`config.mk`:
```
export PLATFORM = sky130hd
export DESIGN_NAME = product_accumulator
export DESIGN_NICKNAME = d
export VERILOG_FILES = /design/src/rtl/product_accumulator.sv
export SDC_FILE = /design/constraint.sdc
export NUM_CORES = 1
export LEC_CHECK = 0
export ABC_AREA = 1
export CAP_MARGIN = 20
export CORE_MARGIN = 10
export CORE_UTILIZATION = 30
export DETAILED_ROUTE_END_ITERATION = 10
export MAX_ROUTING_LAYER = met4
export SLEW_MARGIN = 10
export SYNTH_ARGS = -nofsm -noshare
export SYNTH_HDL_FRONTEND = slang
export SYNTH_SLANG_ARGS = --single-unit
```
`constraint.sdc`:
```
create_clock -name clk -period 2.2 [get_ports clk]
set_input_delay 0.44 -clock clk [delete_from_list [all_inputs] [get_ports clk]]
set_output_delay 0.44 -clock clk [all_outputs]
set_load 0.02 [all_outputs]
```
`src/rtl/product_accumulator.sv`:
```
// Sums a programmed batch of 8-bit products into an ACC_W-bit result; optional saturation via PRODUCT_ACCUMULATOR_SATURATE_EN.
// Latency: res_valid rises on the edge after the final product is accepted.
// Backpressure: prod_ready only in ACCUM; the result is held in DONE until res_ready.
module product_accumulator #(
  parameter int ACC_W   = 12,
  parameter int COUNT_W = 5
) (
  input  logic               clk,
  input  logic               rst_n,
  input  logic               clear,
  input  logic               start,
  input  logic [COUNT_W-1:0] batch_len,
  input  logic               prod_valid,
  input  logic [7:0]         prod_data,
  output logic               prod_ready,
  output logic               res_valid,
  output logic [ACC_W-1:0]   res_data,
  input  logic               res_ready,
  output logic               busy,
  output logic               ovf,
  output logic [COUNT_W:0]   terms
);

  typedef enum logic [1:0] {IDLE, ACCUM, DONE} state_t;

  state_t             state_q, state_d;
  logic [ACC_W-1:0]   acc_q;
  logic [ACC_W-1:0]   acc_next;
  logic [ACC_W:0]     sum;
  logic [COUNT_W:0]   terms_q;
  logic [COUNT_W:0]   terms_inc;
  logic [COUNT_W:0]   len_q;
  logic               ovf_q;
  logic               accept;

  assign accept    = (state_q == ACCUM) && prod_valid;
  assign terms_inc = terms_q + {{COUNT_W{1'b0}}, 1'b1};
  assign sum       = {1'b0, acc_q} + {{(ACC_W-7){1'b0}}, prod_data};

`ifdef PRODUCT_ACCUMULATOR_SATURATE_EN
  // Once clamped, every later add carries again, so the clamp holds for the batch.
  assign acc_next = sum[ACC_W] ? {ACC_W{1'b1}} : sum[ACC_W-1:0];
`else
  assign acc_next = sum[ACC_W-1:0];
`endif

  always_ff @(posedge clk or negedge rst_n) begin
    if (!rst_n) begin
      state_q <= IDLE;
    end else begin
      state_q <= state_d;
    end
  end

  always_comb begin
    state_d = state_q;
    case (state_q)
      IDLE:    if (start) state_d = ACCUM;
      ACCUM:   if (accept && (terms_inc == len_q)) state_d = DONE;
      DONE:    if (res_ready) state_d = IDLE;
      default: state_d = IDLE;
    endcase
    if (clear) state_d = IDLE;
  end

  always_ff @(posedge clk or negedge rst_n) begin
    if (!rst_n) begin
      acc_q   <= '0;
      terms_q <= '0;
      len_q   <= '0;
      ovf_q   <= 1'b0;
    end else if (clear) begin
      acc_q   <= '0;
      terms_q <= '0;
      ovf_q   <= 1'b0;
    end else if ((state_q == IDLE) && start) begin
      // A zero length encodes the full 2**COUNT_W batch.
      len_q   <= (batch_len == '0) ? {1'b1, {COUNT_W{1'b0}}} : {1'b0, batch_len};
      acc_q   <= '0;
      terms_q <= '0;
      ovf_q   <= 1'b0;
    end else if (accept) begin
      acc_q   <= acc_next;
      terms_q <= terms_inc;
      ovf_q   <= ovf_q | sum[ACC_W];
    end
  end

  assign prod_ready = (state_q == ACCUM);
  assign res_valid  = (state_q == DONE);
  assign busy       = (state_q != IDLE);
  assign res_data   = acc_q;
  assign ovf        = ovf_q;
  assign terms      = terms_q;

endmodule
```
==> results_dict.tcl, run 1 <==
set metrics [dict create \
    clockBufferDepth 2 \
    grt-ovfl-total 0 \
    tns_ps 0 \
    die_height_um 97.8 \
    crit_family "buffers and inverters" \
    syn_nets 273 \
    dr.pass1.iters 4 \
    die_area_mm2 0.00956 \
    start_util 0.308 \
    drtIter0Drc 66 \
    postCtsSetupRepairBufs 0 \
    synth_area_mm2 0.00182 \
    cts.sinks 27 \
    p_leak_nw 1.13 \
    setup_violations 0 \
    synthToLayoutAreaGrowth_pct 29.0 \
    cts_tree "built" \
    grt_pass1_vias 1817 \
    cp_slowest_cell "clkdlybuf4s50_1" \
    async_flop_share 1.00 \
    drc_errors 0 \
    yosysTopAreaCellShare 0.372 \
    yosys_warnings 0 \
    reg2reg_slack_ps 460 \
    dp_hpwl_mm 3.57 \
    skew_ps 3.39 \
    clock-root-buffer "clkbuf_8" \
    worst_pin_slew_ps 364 \
    n_fill_cell 627 \
    path_max_fanout 3 \
    critical_path_buf_inv_count 2 \
    whs_ps 521 \
    fin_crit_sh 0.891 \
    ys_seq_area_frac 0.372 \
    synth_cells 244 \
    reg2reg_depth 10 \
    final_nets 317 \
    vias 1722 \
    avgRoutedWirePerCell_um 12.6 \
    holdPathStages 2 \
    slew_headroom 0.758 \
    final_common_cell "nand2_1" \
    rsz0062_at_grt "false" \
    hold_path_class "reg2reg" \
    crit_chain "inv_1 -> nor2_1 -> clkdlybuf4s50_1" \
    power_density_mw_per_mm2 465 \
    path_class "reg2out" \
    fin_cells 362 \
    num_antenna_cells 0 \
    multiInputGateArea_um2 980 \
    drv_cap 0 \
    layout_common_cells "63 x nand2_1, 40 x clkdlybuf4s50_1, 30 x nand3_1, 27 x dfrtp_1, 25 x inv_1" \
    cpPeakStageDelay_ps 640 \
    h-tree-depth 1 \
    end_kind "output port" \
    grt_usage 0.104 \
    ctsHoldBuffers 0 \
    regArea_um2 676 \
    grt_pass1_wl_mm 8.27 \
    pre_cts_ws_ps 16.5 \
    fp-row-count 28 \
    vias_per_cell 4.76 \
    grt_max_degree 28 \
    status "complete, no violations" \
    synth-seq-cells 27 \
    drt_wl_total_mm 4.57 \
    synth_cell_types 32 \
    fmax_ghz 0.510 \
    final.min_clock_period_ps 1960 \
    syn_avg_cell_area_um2 7.44 \
    cp.required_ps 1760 \
    worstHoldStart "res_data[11]$_DFFE_PN0P_" \
    hold_viol 0 \
    antenna_found_initial 0 \
    io_pins 41 \
    portBuffers 40 \
    vdd_drop_max_mv 0.257 \
    drv_slew 0 \
    dp_cells 358 \
    die-width_um 97.8 \
    timing.rr.start "res_data[0]$_DFFE_PN0P_" \
    finalWorstSetupSlack_ps 240 \
    synth_top_flop_cell "dfrtp_1" \
    cts.clk_slew.worst_paths_ps 100 \
    synth_largest_area_cell "dfrtp_1" \
    ys_top_cells_by_area "dfrtp_1 37%, nand2_1 13%, nand3_1 8.3%, ha_1 6.2%, inv_1 5.2%" \
    antenna_left 0 \
    coreArea_mm2 0.00589 \
    synth_edf_count 0 \
    clkLatencyLatePin_ps 280 \
    cts_resized 0 \
    routabilityCongestion 0.847 \
    holdPathEnd "res_data[11]$_DFFE_PN0P_" \
    cts_made_buffers 3 \
    startpoint_type "flop" \
    drive_above_1_share 0.0697 \
    rr_endpoint "res_data[10]$_DFFE_PN0P_" \
    worstPathArrival_ps 1520 \
]
## power breakdown
part | total [W] | switching (W) | internal, W
clock | 0.000306 | 0.000177 | 0.000129
combinational | 0.000240 | 0.000133 | 0.000106
sequential | 0.000543 | 0.0000195 | 0.000523
## worst max path at each step
stage / start / to / slack (ps) / depth (start not counted)
detailed placement: prod_data[0] / res_data[10]$_DFFE_PN0P_ / 20 / 11
global placement: prod_data[0] / res_data[10]$_DFFE_PN0P_ / 40 / 11
global route: prod_data[0] / ovf$_DFFE_PN0P_ / 100 / 9
CTS: state_q[1]$_DFFE_PN0P_ / res_valid / 220 / 3
finish: state_q[0]$_DFFE_PN0P_ / prod_ready / 240 / 3
floorplan: res_data[0]$_DFFE_PN0P_ / res_data[10]$_DFFE_PN0P_ / 470 / 10
## flip-flops by register name, indices dropped and copies added, names as in the netlist
register  cells
res_data     12
len_q         6
state_q       2
ovf           1
terms         6
## worst min-delay path: cells and delay by family, from the launching register on
kind	cells	cell delay, ps
simple gates	2	120
flops	1	380
## Yosys cell counts (all sizes together), types with 4 or more instances
cell type  count
a21oi         14
a22o           4
buf            5
dfrtp         27
ha             9
inv           29
nand2         66
nand3         30
nand4          4
nor2          26
o21ai         14
## metrics by stage
| stage | util | power, W | cell area, um2 |
|---|---|---|---|
| 5_1_grt | 0.398 | 0.00116 | 2340 |
| 4_1_cts | 0.398 | 0.00112 | 2340 |
| 2_1_floorplan | - | 0.000700 | 1820 |
| 6_report | 0.398 | 0.00109 | 2340 |
| 3_3_place_gp | 0.390 | 0.000795 | 2290 |
| 3_5_place_dp | 0.390 | 0.000796 | 2290 |
## per-layer routing
| layer | wire length (um) | up-vias | global-route usage |
|---|---|---|---|
| met1 | 2230 | 788 | 0.122 |
| met2 | 2120 | 45 | 0.174 |
| li1 | - | 887 | - |
| met5 | 0 | - | - |
| met4 | 10 | 0 | 0.0168 |
| met3 | 210 | 2 | 0.0296 |
## final cells by class
class                      count  area share
multi-input combinational    183       0.418
clock buffer                   3      0.0176
inverter                      29      0.0486
tap                           75      0.0401
sequential                    27       0.288
timing repair buffer          44       0.184
clock inverter                 1     0.00321
## cell families (layout without fill, tap and decap cells)
logic type               after synthesis  in the layout  share of synthesized area
XOR/XNOR                               4              4                     0.0193
buffers and inverters                 34             77                     0.0882
flip-flops                            27             27                      0.372
AO/OA/AOI/OAI                         37             37                      0.119
AND/OR/NAND/NOR                      131            131                      0.323
multiplexers                           1              1                    0.00620
adder cells (fa/ha/maj)               10             10                     0.0731
Note: power is estimated with default switching activity, not from simulation.
==> inputs of run 2 (changes only) <==
- CORE_MARGIN: 10 -> 3
- clock period: 2.2 -> 2.12 ns (I/O delays scaled with it)
==> results_dict.tcl, run 2 (same netlist as run 1, synthesis figures left out) <==
set metrics [dict create \
    portBuffers 40 \
    vias 1679 \
    clockBufferDepth 2 \
    layout_common_cells "63 x nand2_1, 40 x clkdlybuf4s50_1, 30 x nand3_1, 27 x dfrtp_1, 25 x inv_1" \
    grt-ovfl-total 0 \
    grt_pass1_vias 1652 \
    holdPathEnd "res_data[11]$_DFFE_PN0P_" \
    largest_reg_flops 12 \
    fp-row-count 27 \
    fmax_ghz 0.514 \
    grt_usage 0.137 \
    multiInputGateArea_um2 980 \
    clkLatencyLatePin_ps 280 \
    finalWorstSetupSlack_ps 176 \
    cts_tree "built" \
    die_area_mm2 0.00702 \
    fin_cells 361 \
    cts.sinks 27 \
    cts.clk_slew.worst_paths_ps 100 \
    grt_max_degree 28 \
    hold_viol 0 \
    h-tree-depth 1 \
    worstPathArrival_ps 1520 \
    final_common_cell "nand2_1" \
    cts_resized 0 \
    power_density_mw_per_mm2 478 \
    routed.top_layer "met4" \
    vias_per_cell 4.65 \
    crit_family "buffers and inverters" \
    final_nets 319 \
    crit_chain "clkdlybuf4s50_1" \
    ctsHoldBuffers 0 \
    path_max_fanout 9 \
    num_antenna_cells 0 \
    n_fill_cell 590 \
    final.min_clock_period_ps 1940 \
    regArea_um2 676 \
    reg2reg_slack_ps 410 \
    die_height_um 83.8 \
    drtIter0Drc 82 \
    antenna_left 0 \
    pre_cts_ws_ps -56.2 \
    dr_wl_met2_mm 1.93 \
    status "complete, no violations" \
    grt_pass1_wl_mm 7.86 \
    p_leak_nw 1.14 \
    coreArea_mm2 0.00568 \
    drv_slew 0 \
    dp_cells 357 \
    antenna_found_initial 0 \
    rsz0062_at_grt "false" \
    cts_made_buffers 3 \
    vdd_drop_max_mv 0.307 \
    setup_violations 0 \
    wl_met3_um 198 \
    startpoint_type "flop" \
    dr.pass1.iters 4 \
    cp.required_ps 1700 \
    worst_pin_slew_ps 365 \
    m1WireLength_mm 2.16 \
    slew_headroom 0.757 \
    drt_wl_total_mm 4.31 \
    io_pins 41 \
    whs_ps 515 \
    clock-root-buffer "clkbuf_8" \
    drv_cap 0 \
    postCtsSetupRepairBufs 0 \
    reg2reg_depth 10 \
    dp_hpwl_mm 3.28 \
    path_class "reg2out" \
    critical_path_buf_inv_count 1 \
    drive_above_1_share 0.0761 \
    synthToLayoutAreaGrowth_pct 29.6 \
    avgRoutedWirePerCell_um 11.9 \
    rr_endpoint "res_data[10]$_DFFE_PN0P_" \
    die-width_um 83.8 \
    holdPathStages 2 \
    routabilityCongestion 0.845 \
    start_util 0.320 \
    fin_crit_sh 0.917 \
    hold_path_class "reg2reg" \
    cpPeakStageDelay_ps 700 \
    skew_ps 5.02 \
    cp_slowest_cell "clkdlybuf4s50_1" \
    drc_errors 0 \
    worstHoldStart "res_data[11]$_DFFE_PN0P_" \
    timing.rr.start "res_data[0]$_DFFE_PN0P_" \
    end_kind "output port" \
]
-- run 2: cell count changes in the layout (fill, tap and decap cells not counted), sizes merged --
cell  previous run  this run
buf              4         6
-- run 2: worst max path at each step --
stage | startpoint | endpoint | slack (ps) | depth (start not counted)
after floorplan | res_data[0]$_DFFE_PN0P_ | res_data[10]$_DFFE_PN0P_ | 390 | 10
after global placement | prod_data[0] | res_data[10]$_DFFE_PN0P_ | -30 | 11
after detailed placement | prod_data[0] | res_data[10]$_DFFE_PN0P_ | -60 | 11
after CTS | terms[2]$_DFFE_PN0P_ | terms[2] | 170 | 1
after global routing | terms[2]$_DFFE_PN0P_ | terms[2] | 110 | 1
final | terms[2]$_DFFE_PN0P_ | terms[2] | 180 | 1
-- run 2: stage by stage --
stage	util	instance area (um2)	TNS, ps	total power, W
final	0.415	2350	0	0.00112
after global routing	0.415	2350	0	0.00120
after CTS	0.415	2350	0	0.00116
after detailed placement	0.406	2300	-103	0.000829
after global placement	0.406	2300	-26.6	0.000828
after floorplan	-	1820	0	0.000727
-- run 2: power by group --
| group | leakage (nW) | internal (W) | switching (W) | total [W] |
|---|---|---|---|---|
| Sequential | 0.360 | 0.000543 | 0.0000200 | 0.000563 |
| Combinational | 0.758 | 0.000114 | 0.000139 | 0.000253 |
| Clock | 0.0217 | 0.000134 | 0.000174 | 0.000308 |
-- run 2: area by class of cell --
type | instances | area share
clock buffer | 3 | 0.0175
clock inverter | 1 | 0.00319
inverter | 29 | 0.0484
multi-input combinational | 183 | 0.416
sequential | 27 | 0.287
tap | 72 | 0.0383
timing repair buffer | 46 | 0.189
-- run 2: metal layers --
| metal | up-vias | GRT usage |
|---|---|---|
| met5 | - | - |
| li1 | 894 | - |
| met2 | 41 | 0.210 |
| met4 | 0 | 0.0190 |
| met1 | 742 | 0.191 |
| met3 | 2 | 0.0286 |
==> inputs of run 3 (changes only) <==
- CAP_MARGIN: 20 -> unset
==> results of run 3 <==
The final DEF is identical to that of run 2; final timing and power are the same.
